File: src/rtl/inst_fetch.sv
// Fetch stage: owns the PC, issues one icache read at a time and
// buffers returned words with their PCs for the decoder.
module inst_fetch #(
  parameter logic [31:0] RESET_PC        = 32'h0,
  parameter int          QUEUE_DEPTH     = 4,
  parameter int          LOG_QUEUE_DEPTH = 2
) (
  input  logic        clk,
  input  logic        rst,
  input  logic        rdy,
  output logic        icache_read,
  output logic [31:0] icache_addr,
  input  logic        icache_ok,
  input  logic [31:0] icache_ans,
  input  logic        jump_en,
  input  logic [31:0] jump_addr,
  output logic        inst_valid,
  output logic [31:0] inst,
  output logic [31:0] inst_pc,
  input  logic        inst_ready
);

  localparam int L = LOG_QUEUE_DEPTH;

  localparam logic [L-1:0] PTR_ONE = L'(1);
  localparam logic [L:0]   CNT_ONE = (L + 1)'(1);
  localparam logic [L:0]   CNT_MAX = (L + 1)'(QUEUE_DEPTH);

  typedef enum logic {
    IDLE,
    WAIT
  } state_t;

  state_t        state_q;
  logic          rd_q;
  logic [31:0]   addr_q;
  logic [31:0]   pc_q;
  logic          discard_q;
  logic [L-1:0]  head_q;
  logic [L-1:0]  tail_q;
  logic [L:0]    cnt_q;
  logic [L:0]    cnt_d;
  logic [31:0]   word_q [QUEUE_DEPTH];
  logic [31:0]   wpc_q  [QUEUE_DEPTH];

  logic enq;
  logic deq;
  logic space;

  assign icache_read = rd_q;
  assign icache_addr = addr_q;
  assign inst_valid  = (cnt_q != '0);
  assign inst        = word_q[head_q];
  assign inst_pc     = wpc_q[head_q];

  assign space = (cnt_q < CNT_MAX);
  assign enq   = (state_q == WAIT) && icache_ok
               && !discard_q && !jump_en;
  assign deq   = inst_valid && inst_ready && !jump_en;

  always_comb begin
    cnt_d = cnt_q;
    if (enq && !deq)
      cnt_d = cnt_q + CNT_ONE;
    else if (deq && !enq)
      cnt_d = cnt_q - CNT_ONE;
  end

  always_ff @(posedge clk) begin
    if (!rst && rdy && enq) begin
      word_q[tail_q] <= icache_ans;
      wpc_q[tail_q]  <= addr_q;
    end
  end

  always_ff @(posedge clk) begin
    if (rst) begin
      state_q   <= IDLE;
      rd_q      <= 1'b0;
      addr_q    <= '0;
      pc_q      <= RESET_PC;
      discard_q <= 1'b0;
      head_q    <= '0;
      tail_q    <= '0;
      cnt_q     <= '0;
    end else if (rdy) begin
      if (enq)
        tail_q <= tail_q + PTR_ONE;
      if (deq)
        head_q <= head_q + PTR_ONE;
      cnt_q <= cnt_d;
      // a redirect overrides any same-cycle queue movement
      if (jump_en) begin
        head_q <= '0;
        tail_q <= '0;
        cnt_q  <= '0;
        pc_q   <= jump_addr;
      end
      unique case (state_q)
        IDLE: begin
          if (!jump_en && space) begin
            rd_q    <= 1'b1;
            addr_q  <= pc_q;
            pc_q    <= pc_q + 32'd4;
            state_q <= WAIT;
          end
        end
        WAIT: begin
          if (icache_ok) begin
            rd_q      <= 1'b0;
            discard_q <= 1'b0;
            state_q   <= IDLE;
          end else if (jump_en) begin
            discard_q <= 1'b1;
          end
        end
        default: state_q <= IDLE;
      endcase
    end
  end

endmodule

File: config.mk
export PLATFORM = sky130hd
export DESIGN_NAME = inst_fetch
export DESIGN_NICKNAME = d
export VERILOG_FILES = /design/src/rtl/inst_fetch.sv
export SDC_FILE = /design/constraint.sdc
export NUM_CORES = 1
export LEC_CHECK = 0
export ABC_AREA = 1
export BUFFER_PORTS_ARGS = -buffer_cell sky130_fd_sc_hd__buf_2
export CAP_MARGIN = 10
export CORE_MARGIN = 2
export CORE_UTILIZATION = 35
export DETAILED_ROUTE_END_ITERATION = 6
export REMOVE_ABC_BUFFERS = 1
export SYNTH_ARGS = -nofsm -noshare
export SYNTH_HDL_FRONTEND = slang
export SYNTH_SLANG_ARGS = --single-unit
File: constraint.sdc
create_clock -name clk -period 12.6 [get_ports clk]
set_input_delay 1.26 -clock clk [delete_from_list [all_inputs] [get_ports clk]]
set_output_delay 1.26 -clock clk [all_outputs]
set_load 0.05 [all_outputs]
# Word-level counts from Yosys, hierarchy flattened
# Memory sizes are Yosys's and may differ from the RTL's. A register that Yosys moved wholly into a read port is not among the register bits.
# Cells that the tools add are included.
# Widths: inputs -> output; s select.
[totals]
regBits = 74
latch_bits = 0
ramBits = 256
romBits = 0
inputBits = 70
memories = 2
[mem_list]
columns = ["name", "words", "width", "read_ports", "rd_ports_with_merged_regs", "write_ports", "line_no", "source"]
rows = [
  ["word_q", 4, 32, 1, 1, 1, "43", "logic [31:0] word_q [QUEUE_DEPTH];"],
  ["wpc_q", 4, 32, 1, 1, 1, "44", "logic [31:0] wpc_q [QUEUE_DEPTH];"],
]
[classes]
addsub = 5
multipliers = 0
div_mod_pow = 0
magnitude_cmp = 1
n_eq_ne = 2
n_shift = 0
mux = 24
n_bitwise = 1
n_reduce_logical = 26
[op_table]
columns = ["operator", "n"]
rows = [
  ["$mux 32", 3],
  ["$add 32x3->32 const B", 1],
  ["$mux 2", 8],
  ["$logic_and 1x1->1", 10],
  ["$mux 3", 3],
  ["$reduce_and 3->1", 3],
  ["$mux 1", 8],
  ["$reduce_and 2->1", 3],
  ["$reduce_bool 2->1", 3],
  ["$reduce_bool 3->1", 2],
  ["$logic_not 1->1", 5],
  ["$add 2x1->2 const B", 2],
  ["$ne 2x2->1 const B", 2],
  ["$pmux 1 s2", 2],
  ["$add 3x1->3 const B", 1],
  ["$lt 3x3->1 const B", 1],
  ["$sub 3x1->3 const B", 1],
  ["$not 1->1", 1],
]

# Longest topological paths before layout
# Gate-level depths: netlist of run 1.
[logic_depth]
ltp_word = 8
mapped_depth = 12
mapped_depth_nobuf = 12

# Worst setup path after synthesis of run 1
# No wires, ideal clock.
[synth_path]
kind = "input port to flip-flop"
startpoint = "input port jump_en"
endpoint = "memory word_q[0][0] (enable)"
arrival_time_ns = 4.465
t_required_ns = 12.113
path_slack_ns = 7.649
path_stages = 6
path_cell_list = "inv_2 -> buf_2 -> nand2_1 -> inv_2 -> nand3_1 -> nor2_1"
[synth_between]
elab_chain_cells = 5
[synth_lines]
columns = ["element", "line_no", "source"]
rows = [
  ["start, declared", "15", "input logic jump_en,"],
  ["$logic_not 1->1", "58", "&& !discard_q && !jump_en;"],
  ["$logic_and 1x1->1", "58", ""],
  ["$logic_and 1x1->1", "70", "if (!rst && rdy && enq) begin"],
  ["$mux 1", "70", ""],
  ["$mux 1 (not written as such)", "71", "word_q[tail_q] <= icache_ans;"],
  ["end, declared", "43", ""],
]
# Every way passes these cells.

==> impl_metrics.py, run 1 <==
metrics = {
    "drt": {
        "num_vias": 9538,
        "wl_per_cell_um": 18.5,
        "viasPerCell": 4.93,
        "drt_wl_total_mm": 35.7,
        "drtPass1Iterations": 5,
        "ant_nets": 0,
        "drc": 0,
        "drtIter0Drc": 745,
    },
    "cts": {
        "path_clk_slew_ns": 0.06,
        "cts_tree": "built",
        "cts_buffers": 36,
        "clk_path_buf_depth": 3,
        "ctsResizeCount": 0,
        "clock-sinks": 332,
        "hold_buffers": 0,
        "postCtsSetupBuffers": 0,
        "clk-insertion-delay-late_ns": 0.52,
        "htree_levels": 2,
        "cts-root-buf": "clkbuf_16",
    },
    "placement": {
        "dp_cells": 1869,
        "dp_hpwl_mm": 22.7,
        "place.gp.congestion": 0.868,
        "port-buffer-count": 167,
        "place_area_um2": 14900,
    },
    "timing": {
        "fmax_mhz": 229,
        "hold_violations": 0,
        "skew_ns": 0.00985,
        "fin_tns_setup_ns": 0,
        "worst_pin_slew_ns": 1.12,
        "fin_crit_sh_pct": 34.7,
        "finalSetupViolCount": 0,
        "relSlewSlack_pct": 25.2,
        "min_period_ns": 4.38,
        "slew_violations": 0,
        "rsz0062_at_grt": "no",
    },
    "yosys": {
        "netlist_area_um2": 13500,
        "yosysMostFrequentCell": "edfxtp_1",
        "postSynthAreaPerCell_um2": 10.9,
        "synth-seq-area-share_pct": 68.0,
        "ys.flop_type": "edfxtp_1",
        "ys_warn_count": 0,
        "synth_common_cells": "edfxtp_1 (256), nor2_1 (213), o21ai_0 (170)",
        "synth_cell_type_count": 42,
        "netlist_instances": 1240,
        "synth_area_leaders": "edfxtp_1 (57%), dfxtp_1 (11%), o21ai_0 (6.3%)",
        "yosysTopAreaCell": "edfxtp_1",
        "synth_top_area_share_pct": 56.8,
        "synth_seq_cells": 332,
        "synth_edf_count": 256,
        "async_reset_ff_share_pct": 0,
    },
    "critical_path": {
        "cp_max_fo": 65,
        "crit_arrival_ns": 3.12,
        "crit_type": "flip-flop to primary output",
        "crit_chain": "buf_4 -> inv_2 -> o21ai_0 -> o22ai_1 -> buf_2",
        "end_kind": "primary output",
        "slowest_stage": "inv_2",
        "cp-start-kind": "flip-flop",
        "cp.required_ns": 11.34,
        "max_stage_delay_ns": 0.91,
        "ff2ff_setup_slack_ns": 9.58,
    },
    "hold_path": {
        "hold_class": "flip-flop to flip-flop",
    },
    "power_and_ir_drop": {
        "power_density_nw_per_um2": 151,
        "power.leakage_nw": 5.74,
        "swShare_pct": 24.4,
        "finalPower_mw": 2.42,
        "seq_power_share_pct": 50.4,
        "combPwrFrac_pct": 7.7,
        "p_sw_mw": 0.592,
        "ir_worst_vdd_uv": 69.8,
        "p_clk_share_pct": 41.9,
        "power.internal_mw": 1.83,
    },
    "grt": {
        "antenna_found_initial": 0,
        "grt_pass1_vias": 9041,
        "groute.usage.overall_pct": 17.4,
        "grt_max_degree": 109,
        "gr-total-overflow": 0,
        "grt_pass1_wl_mm": 54.2,
    },
    "die": {
        "initial_core_util_pct": 35.3,
        "dieArea_um2": 40300,
        "fp.dieW_um": 201,
        "pin_count": 168,
        "rows": 72,
        "die_h_um": 201,
        "core-area_um2": 38400,
    },
    "final_layout": {
        "final_nets": 1465,
        "areaGrowthSynthToFinish_pct": 18.1,
        "drive_above_1_share_pct": 19.6,
        "final_cell_area_um2": 16000,
        "stdcell_count": 1934,
    },
    "run_status": {
        "status": "finished, final reports clean",
    },
    "run": {
        "drv_cap": 0,
    },
}
==> kinds of logic (layout without fill, tap and decap cells) <==
logic type | count (synthesis) | count (layout) | synth area share, %
other | 0 | 1 | 0
buffers and inverters | 145 | 320 | 4.32
XOR/XNOR | 6 | 6 | 0.388
adder cells (fa/ha/maj) | 6 | 6 | 0.610
AO/OA/AOI/OAI | 318 | 318 | 12.9
AND/OR/NAND/NOR | 433 | 433 | 13.8
flip-flops | 332 | 332 | 68.0
==> layer usage <==
layer,vias up,wire length [um],global-route usage [%]
li1,4683,-,-
met1,4524,16900,25.8
met2,288,16000,26.7
met3,43,2120,2.99
met4,0,621,4.07
met5,-,0,0
==> placed cells by master, fill, tap and decap left out, types with 6 or more instances in the layout <==
master and count:
nor2_4 10, clkbuf_16 37, inv_1 69, clkinv_1 6, a21oi_1 45, nand2_1 134
buf_2 167, buf_4 11, nor2_2 9, a211oi_1 8, o22ai_1 70, nor2_1 209
edfxtp_1 256, nand3_1 46, nand2_2 7, o21ai_0 170, clkinv_2 6, nor3_1 6
inv_2 7, o21ai_1 8, dfxtp_1 74
==> flip-flops by register name (all words and copies together), names as in the netlist, 2 cells and up, named ones only <==
name,cells
icache_addr,32
head_q,2
pc_q,32
wpc_q,128
word_q,128
tail_q,2
cnt_q,3
==> power groups by stage <==
stage | Clock, mW | Combinational (mW) | Sequential (mW)
floorplan | 0 | 0.0960 | 1.26
global placement | 0 | 0.186 | 1.24
detailed placement | 0 | 0.188 | 1.24
CTS | 1.04 | 0.188 | 1.22
global route | 1.07 | 0.202 | 1.22
finish | 1.01 | 0.186 | 1.22
==> per-stage QoR <==
step | util (%) | hold slack, ns | setup WS [ns]
finish | 41.7 | 0.457 | 8.22
global route | 41.7 | 0.481 | 7.99
CTS | 41.7 | 0.456 | 8.19
detailed placement | 38.7 | 0.447 | 8.41
global placement | 38.7 | 0.441 | 8.47
floorplan | - | 0.426 | 6.47
==> cell type report <==
type	count	area, um2
fill	3698	22400
sequential	332	9210
multi-input combinational	763	3780
clock buffer	43	958
timing repair buffer	178	918
tap	518	648
inverter	78	295
clock inverter	21	175
antenna	1	2.50
==> worst max-delay path: cells and delay by family (launching register included) <==
kind / cells / cell delay, ns
AOI/OAI and AO/OA: 2 / 0.64
buffers and inverters: 3 / 1.59
DFF: 1 / 0.31
==> path summary, 6_finish.rpt <==
kind / from / end / cells past startpoint
worst min register to register: discard_q / discard_q / 2
worst max register to register: state_q / wpc_q[3][4] / 7
worst min-delay path: discard_q / discard_q / 2
worst max-delay path: flip-flop / inst_pc[26] / 5
Power figures use the tool's default switching activity.
==> inputs of run 2 (changes only) <==
Clock period 12.6 ns to 3.97 ns, I/O delays scaled along.
==> run 2 against run 1 <==
Against the previous run:
- sequential share of layout area down 0.72 points
- die area unchanged
- clock skew up 0.014 ns
- critical path type unchanged
- largest power group unchanged
==> impl_metrics.py, run 2 (same netlist as run 1, synthesis figures left out) <==
metrics = {
    "run_status": {
        "status": "finished, final reports clean",
    },
    "timing": {
        "fin_tns_setup_ns": 0,
        "min_period_ns": 2.79,
        "finalSetupViolCount": 0,
        "relSlewSlack_pct": 45.0,
        "slew_violations": 0,
        "skew_ns": 0.0239,
        "worst_pin_slew_ns": 0.823,
        "hold_violations": 0,
        "rsz0062_at_grt": "no",
        "fmax_mhz": 359,
        "fin_crit_sh_pct": 70.2,
    },
    "final_layout": {
        "final_nets": 1475,
        "layout_common_cells": "edfxtp_1 (256), nor2_1 (209), o21ai_0 (170)",
        "reg.largest.list": "word_q (128), wpc_q (128)",
        "final_common_cell": "edfxtp_1",
        "drive_above_1_share_pct": 20.2,
        "areaGrowthSynthToFinish_pct": 19.6,
    },
    "drt": {
        "num_vias": 9752,
        "viasPerCell": 5.01,
        "wl_per_cell_um": 18.4,
        "drtPass1Iterations": 4,
        "drt_wl_total_mm": 35.9,
        "drtIter0Drc": 573,
        "ant_nets": 0,
        "drc": 0,
    },
    "critical_path": {
        "end_kind": "primary output",
        "r2r-end": "wpc_q[3][29]",
        "cp-start-kind": "flip-flop",
        "cp.required_ns": 3.57,
        "cp_max_fo": 85,
        "crit_arrival_ns": 2.39,
        "ff2ff_setup_slack_ns": 1.48,
        "worstReg2RegStart": "state_q",
        "cp-endpoint": "inst_pc[1]",
        "reg2regPathDepth": 7,
        "crit_type": "flip-flop to primary output",
    },
    "die": {
        "rows": 72,
        "fp.dieW_um": 201,
        "dieArea_um2": 40300,
        "initial_core_util_pct": 35.3,
        "pin_count": 168,
        "core-area_um2": 38400,
        "die_h_um": 201,
    },
    "cts": {
        "cts-root-buf": "clkbuf_16",
        "clk_path_buf_depth": 3,
        "htree_levels": 2,
        "hold_buffers": 0,
        "clock-sinks": 332,
        "cts_buffers": 38,
        "ctsResizeCount": 0,
        "postCtsSetupBuffers": 0,
        "cts_tree": "built",
        "clk-insertion-delay-late_ns": 0.53,
        "path_clk_slew_ns": 0.06,
    },
    "run": {
        "drv_cap": 0,
    },
    "placement": {
        "place.gp.congestion": 0.842,
        "dp_hpwl_mm": 22.2,
        "port-buffer-count": 167,
    },
    "power_and_ir_drop": {
        "power_density_nw_per_um2": 479,
        "finalPower_mw": 7.76,
        "ir_worst_vdd_uv": 272,
        "power.leakage_nw": 5.83,
    },
    "grt": {
        "antenna_found_initial": 1,
        "grt_pass1_wl_mm": 54.7,
        "grt_pass1_vias": 9399,
        "grt_max_degree": 129,
        "groute.usage.overall_pct": 17.4,
        "gr-total-overflow": 0,
    },
    "hold_path": {
        "hold_class": "primary input to flip-flop",
    },
}
==> run 2: changes by cell type in the layout (fill, tap and decap cells not counted), sizes merged <==
cell / delta
buf: +8
clkbuf: +5
clkinv: +2
bufinv: -1
inv: -1
==> run 2: metrics by stage <==
step | instance area [um2] | setup slack, ns | cells | hold WS, ns | utilization (%)
finish | 16200 | 1.18 | 1947 | 0.0818 | 42.2
global route | 16200 | 1.02 | 1947 | 0.0675 | 42.2
CTS | 16200 | 1.17 | 1946 | 0.0579 | 42.2
detailed placement | 15000 | 1.38 | 1877 | 0.464 | 39.1
global placement | 15000 | 1.43 | 1877 | 0.459 | 39.1
floorplan | 13300 | -1.30 | 1173 | 0.426 | -
==> run 2: worst min path at each step <==
stage	depth (start not counted)	to	slack, ns	from
final	1	word_q[2][6]	0.08	icache_ans[6]
after detailed placement	2	discard_q	0.46	discard_q
after global placement	2	discard_q	0.46	discard_q
after global routing	1	word_q[2][6]	0.07	icache_ans[6]
after floorplan	2	discard_q	0.43	discard_q
after CTS	1	word_q[0][26]	0.06	icache_ans[26]
==> run 2: final cells by class <==
type,count,area (um2)
Fill cell,3723,22200
Clock inverter,21,144
Tap cell,518,648
Multi-Input combinational cell,763,3780
Antenna cell,1,2.50
Inverter,78,295
Sequential cell,332,9210
Timing Repair Buffer,186,1080
Clock buffer,48,1030
==> run 2: layer usage <==
metal / part of all wire, % / wire [um] / global-route usage, %
met5: 0 / 0 / 0
met4: 2.4 / 871 / 5.00
met2: 48 / 17100 / 29.0
met3: 5.8 / 2080 / 3.46
met1: 44 / 15900 / 23.0
==> run 2: worst max-delay path, stage by stage (launching register included) <==
cell and delay (ns):
dfxtp_4 0.36, inv_4 0.37, buf_12 0.36, o21ai_0 0.13, o22ai_1 0.24, buf_2 0.32
==> run 2: report_power, final <==
part | internal, mW | switching (mW) | leakage, nW | total [mW]
clock | 1.91 | 1.38 | 0.576 | 3.30
sequential | 3.79 | 0.0721 | 2.91 | 3.87
combinational | 0.151 | 0.445 | 2.34 | 0.596
total | 5.86 | 1.90 | 5.83 | 7.76
==> inputs of run 3 (changes only) <==
Settings changed: ABC_AREA 1 to 0.
Clock period 3.97 ns to 2.7 ns, I/O delays scaled along.
==> run 3 against run 2 <==
Against the previous run:
- worst hold slack worse by 0.056 ns
- first-iteration DRC count is 6.8% lower
- power increased by 40%
- combinational power is 26% lower
- clock power up 47%
- sequential share of layout area rose by 0.69 points
- routed wire length fell by 12%
- clock skew decreased by 0.0084 ns
- synthesized cell count down 34%
- core utilization grew 1.7 points
- via count down 19%
- global-route usage down 1.1 points
- critical path type unchanged
- largest power group unchanged
==> impl_metrics.py, run 3 <==
metrics = {
    "yosys": {
        "synth_area_leaders": "edfxtp_1 (60%), dfxtp_1 (12%), mux4_2 (11%)",
        "synth_cell_type_count": 59,
        "synth_seq_cells": 332,
        "yosysTopAreaCell": "edfxtp_1",
        "yosysMostFrequentCell": "edfxtp_1",
        "yosys.area_share.adder_pct": 0.640,
        "synth-simple-area-share_pct": 7.76,
        "netlist_area_um2": 12900,
        "netlist_instances": 816,
        "synth_top_area_share_pct": 59.6,
        "synth_top_family_by_area": "multiplexers",
        "synth_compound_gate_area_share_pct": 6.27,
        "synth_common_cells": "edfxtp_1 (256), nand2_1 (99), dfxtp_1 (76)",
        "synth_xor_area_share_pct": 0.475,
        "ys.flop_type": "edfxtp_1",
        "ys_warn_count": 0,
        "async_reset_ff_share_pct": 0,
        "postSynthAreaPerCell_um2": 15.8,
        "synth-seq-area-share_pct": 71.4,
        "synth_edf_count": 256,
        "synthMuxAreaShare_pct": 11.4,
    },
    "final_layout": {
        "final_common_cell": "edfxtp_1",
        "n_antenna_cell": 0,
        "drive_above_1_share_pct": 30.6,
        "stdcell_count": 1532,
        "final_nets": 1114,
        "final_core_util_pct": 43.9,
        "reg.largest.list": "word_q (128), wpc_q (128)",
        "fillers": 3276,
        "areaGrowthSynthToFinish_pct": 24.0,
        "layout_common_cells": "edfxtp_1 (256), buf_2 (167), nand2_1 (99)",
    },
    "placement": {
        "dp_cells": 1432,
        "pre_cts_ws_ns": 0.633,
        "dp_hpwl_mm": 20.4,
        "port-buffer-count": 167,
        "place.gp.congestion": 0.825,
    },
    "cts": {
        "cts-root-buf": "clkbuf_16",
        "cts_tree": "built",
        "path_clk_slew_ns": 0.06,
        "htree_levels": 2,
        "clk-insertion-delay-late_ns": 0.53,
        "ctsResizeCount": 0,
        "clock-sinks": 332,
        "cts_buffers": 37,
        "clk_path_buf_depth": 3,
    },
    "drt": {
        "drc": 0,
        "num_vias": 7906,
        "ant_nets": 0,
        "drtIter0Drc": 534,
        "drtPass1Iterations": 6,
        "viasPerCell": 5.16,
        "wl_per_cell_um": 20.6,
        "drt_wl_total_mm": 31.6,
    },
    "run_status": {
        "status": "finished, final reports clean",
    },
    "timing": {
        "fin_crit_sh_pct": 85.6,
        "worst_pin_slew_ns": 0.602,
        "skew_ns": 0.0156,
        "hold_violations": 0,
        "fmax_mhz": 433,
        "min_period_ns": 2.31,
        "layout_setup_ws_ns": 0.388,
        "holdWs_ns": 0.0263,
        "rsz0062_at_grt": "no",
        "relSlewSlack_pct": 59.7,
        "slew_violations": 0,
        "finalSetupViolCount": 0,
    },
    "hold_path": {
        "hold_class": "primary input to flip-flop",
        "hold_depth": 3,
    },
    "power_and_ir_drop": {
        "p_sw_mw": 2.33,
        "seq_power_share_pct": 51.4,
        "combPwrFrac_pct": 4.1,
        "swShare_pct": 21.5,
        "power.leakage_nw": 5.54,
        "power_density_nw_per_um2": 679,
        "ir_worst_vdd_uv": 370,
        "power.internal_mw": 8.53,
        "finalPower_mw": 10.9,
        "p_clk_share_pct": 44.5,
    },
    "critical_path": {
        "end_kind": "primary output",
        "crit_arrival_ns": 2.04,
        "cp-start-kind": "flip-flop",
        "crit_type": "flip-flop to primary output",
        "cp.required_ns": 2.43,
        "reg2regPathDepth": 5,
        "cp_max_fo": 31,
    },
    "die": {
        "initial_core_util_pct": 35.4,
        "core-area_um2": 36400,
        "die_h_um": 196,
        "rows": 70,
        "fp.dieW_um": 196,
        "dieArea_um2": 38400,
        "pin_count": 168,
    },
    "grt": {
        "grt_pass1_vias": 7687,
        "gr-total-overflow": 0,
        "groute.usage.overall_pct": 16.2,
        "grt_max_degree": 65,
        "grt_pass1_wl_mm": 47.2,
        "antenna_found_initial": 0,
    },
    "run": {
        "drv_cap": 0,
    },
}
## run 3: cell types whose count changed after synthesis, moves of 9 or more
cell      previous run  this run
o22ai_1             70         5
o21ai_0            170        18
nor2_1             213        33
inv_1               70        13
and2_1               0         9
clkbuf_1            44        34
nand3_1             46        16
a22oi_1              0        13
mux4_2               0        64
nand2_1            134        99
nor2_2               9         0
## run 3: layout make-up
type                       instances  area, um2  share of cell area (%)
multi-input combinational        422       3440                    21.5
inverter                          13       48.8                   0.305
sequential                       332       9220                    57.6
timing repair buffer             232       1550                    9.68
clock buffer                      48        967                    6.04
clock inverter                    17        195                    1.22
tap                              468        586                    3.66
## run 3: routing by layer
| layer | track usage, % | wire (um) | up-vias |
|---|---|---|---|
| li1 | - | - | 3616 |
| met1 | 24.1 | 14900 | 3972 |
| met2 | 24.3 | 14100 | 271 |
| met3 | 3.03 | 1910 | 47 |
| met4 | 4.97 | 696 | 0 |
| met5 | 0 | 0 | - |
## run 3: per-stage QoR
stage / TNS (ns) / cell area, um2
5_1_grt: 0 / 16000
2_1_floorplan: -147.95 / 12700
3_5_place_dp: 0 / 14500
4_1_cts: 0 / 16000
6_report: 0 / 16000
3_3_place_gp: 0 / 14500
## run 3: path summary, 6_finish.rpt
check          startpoint             end  slack (ns)
max             flip-flop      inst_pc[4]        0.39
min reg2reg       pc_q[1]  icache_addr[1]        0.46
max reg2reg       state_q    word_q[1][3]        0.62
min          jump_addr[1]         pc_q[1]        0.03
## run 3: repair_timing
item,in CTS,in global routing
hold endpoints to repair,131,0
hold buffers,35,0
setup buffers,0,0
## run 3: kinds of logic after synthesis
kind of cell,Yosys count
buf+inv,62
simple gates,212
flops,332
fa+ha+maj,6
compound gates,130
xor+xnor,7
mux,67
## run 3: power by group through the flow
| stage | logic [mW] | registers [mW] | clock network [mW] |
|---|---|---|---|
| final | 0.444 | 5.58 | 4.84 |
| after global routing | 0.483 | 5.59 | 5.15 |
| after CTS | 0.446 | 5.58 | 4.96 |
| after detailed placement | 0.403 | 5.69 | 0 |
| after global placement | 0.401 | 5.69 | 0 |
| after floorplan | 0.164 | 5.71 | 0 |
## run 3: worst max-delay path, cell delays in order (launching register included)
cell and delay [ns]:
dfxtp_4 0.37, buf_12 0.26, mux4_2 0.62, buf_2 0.24
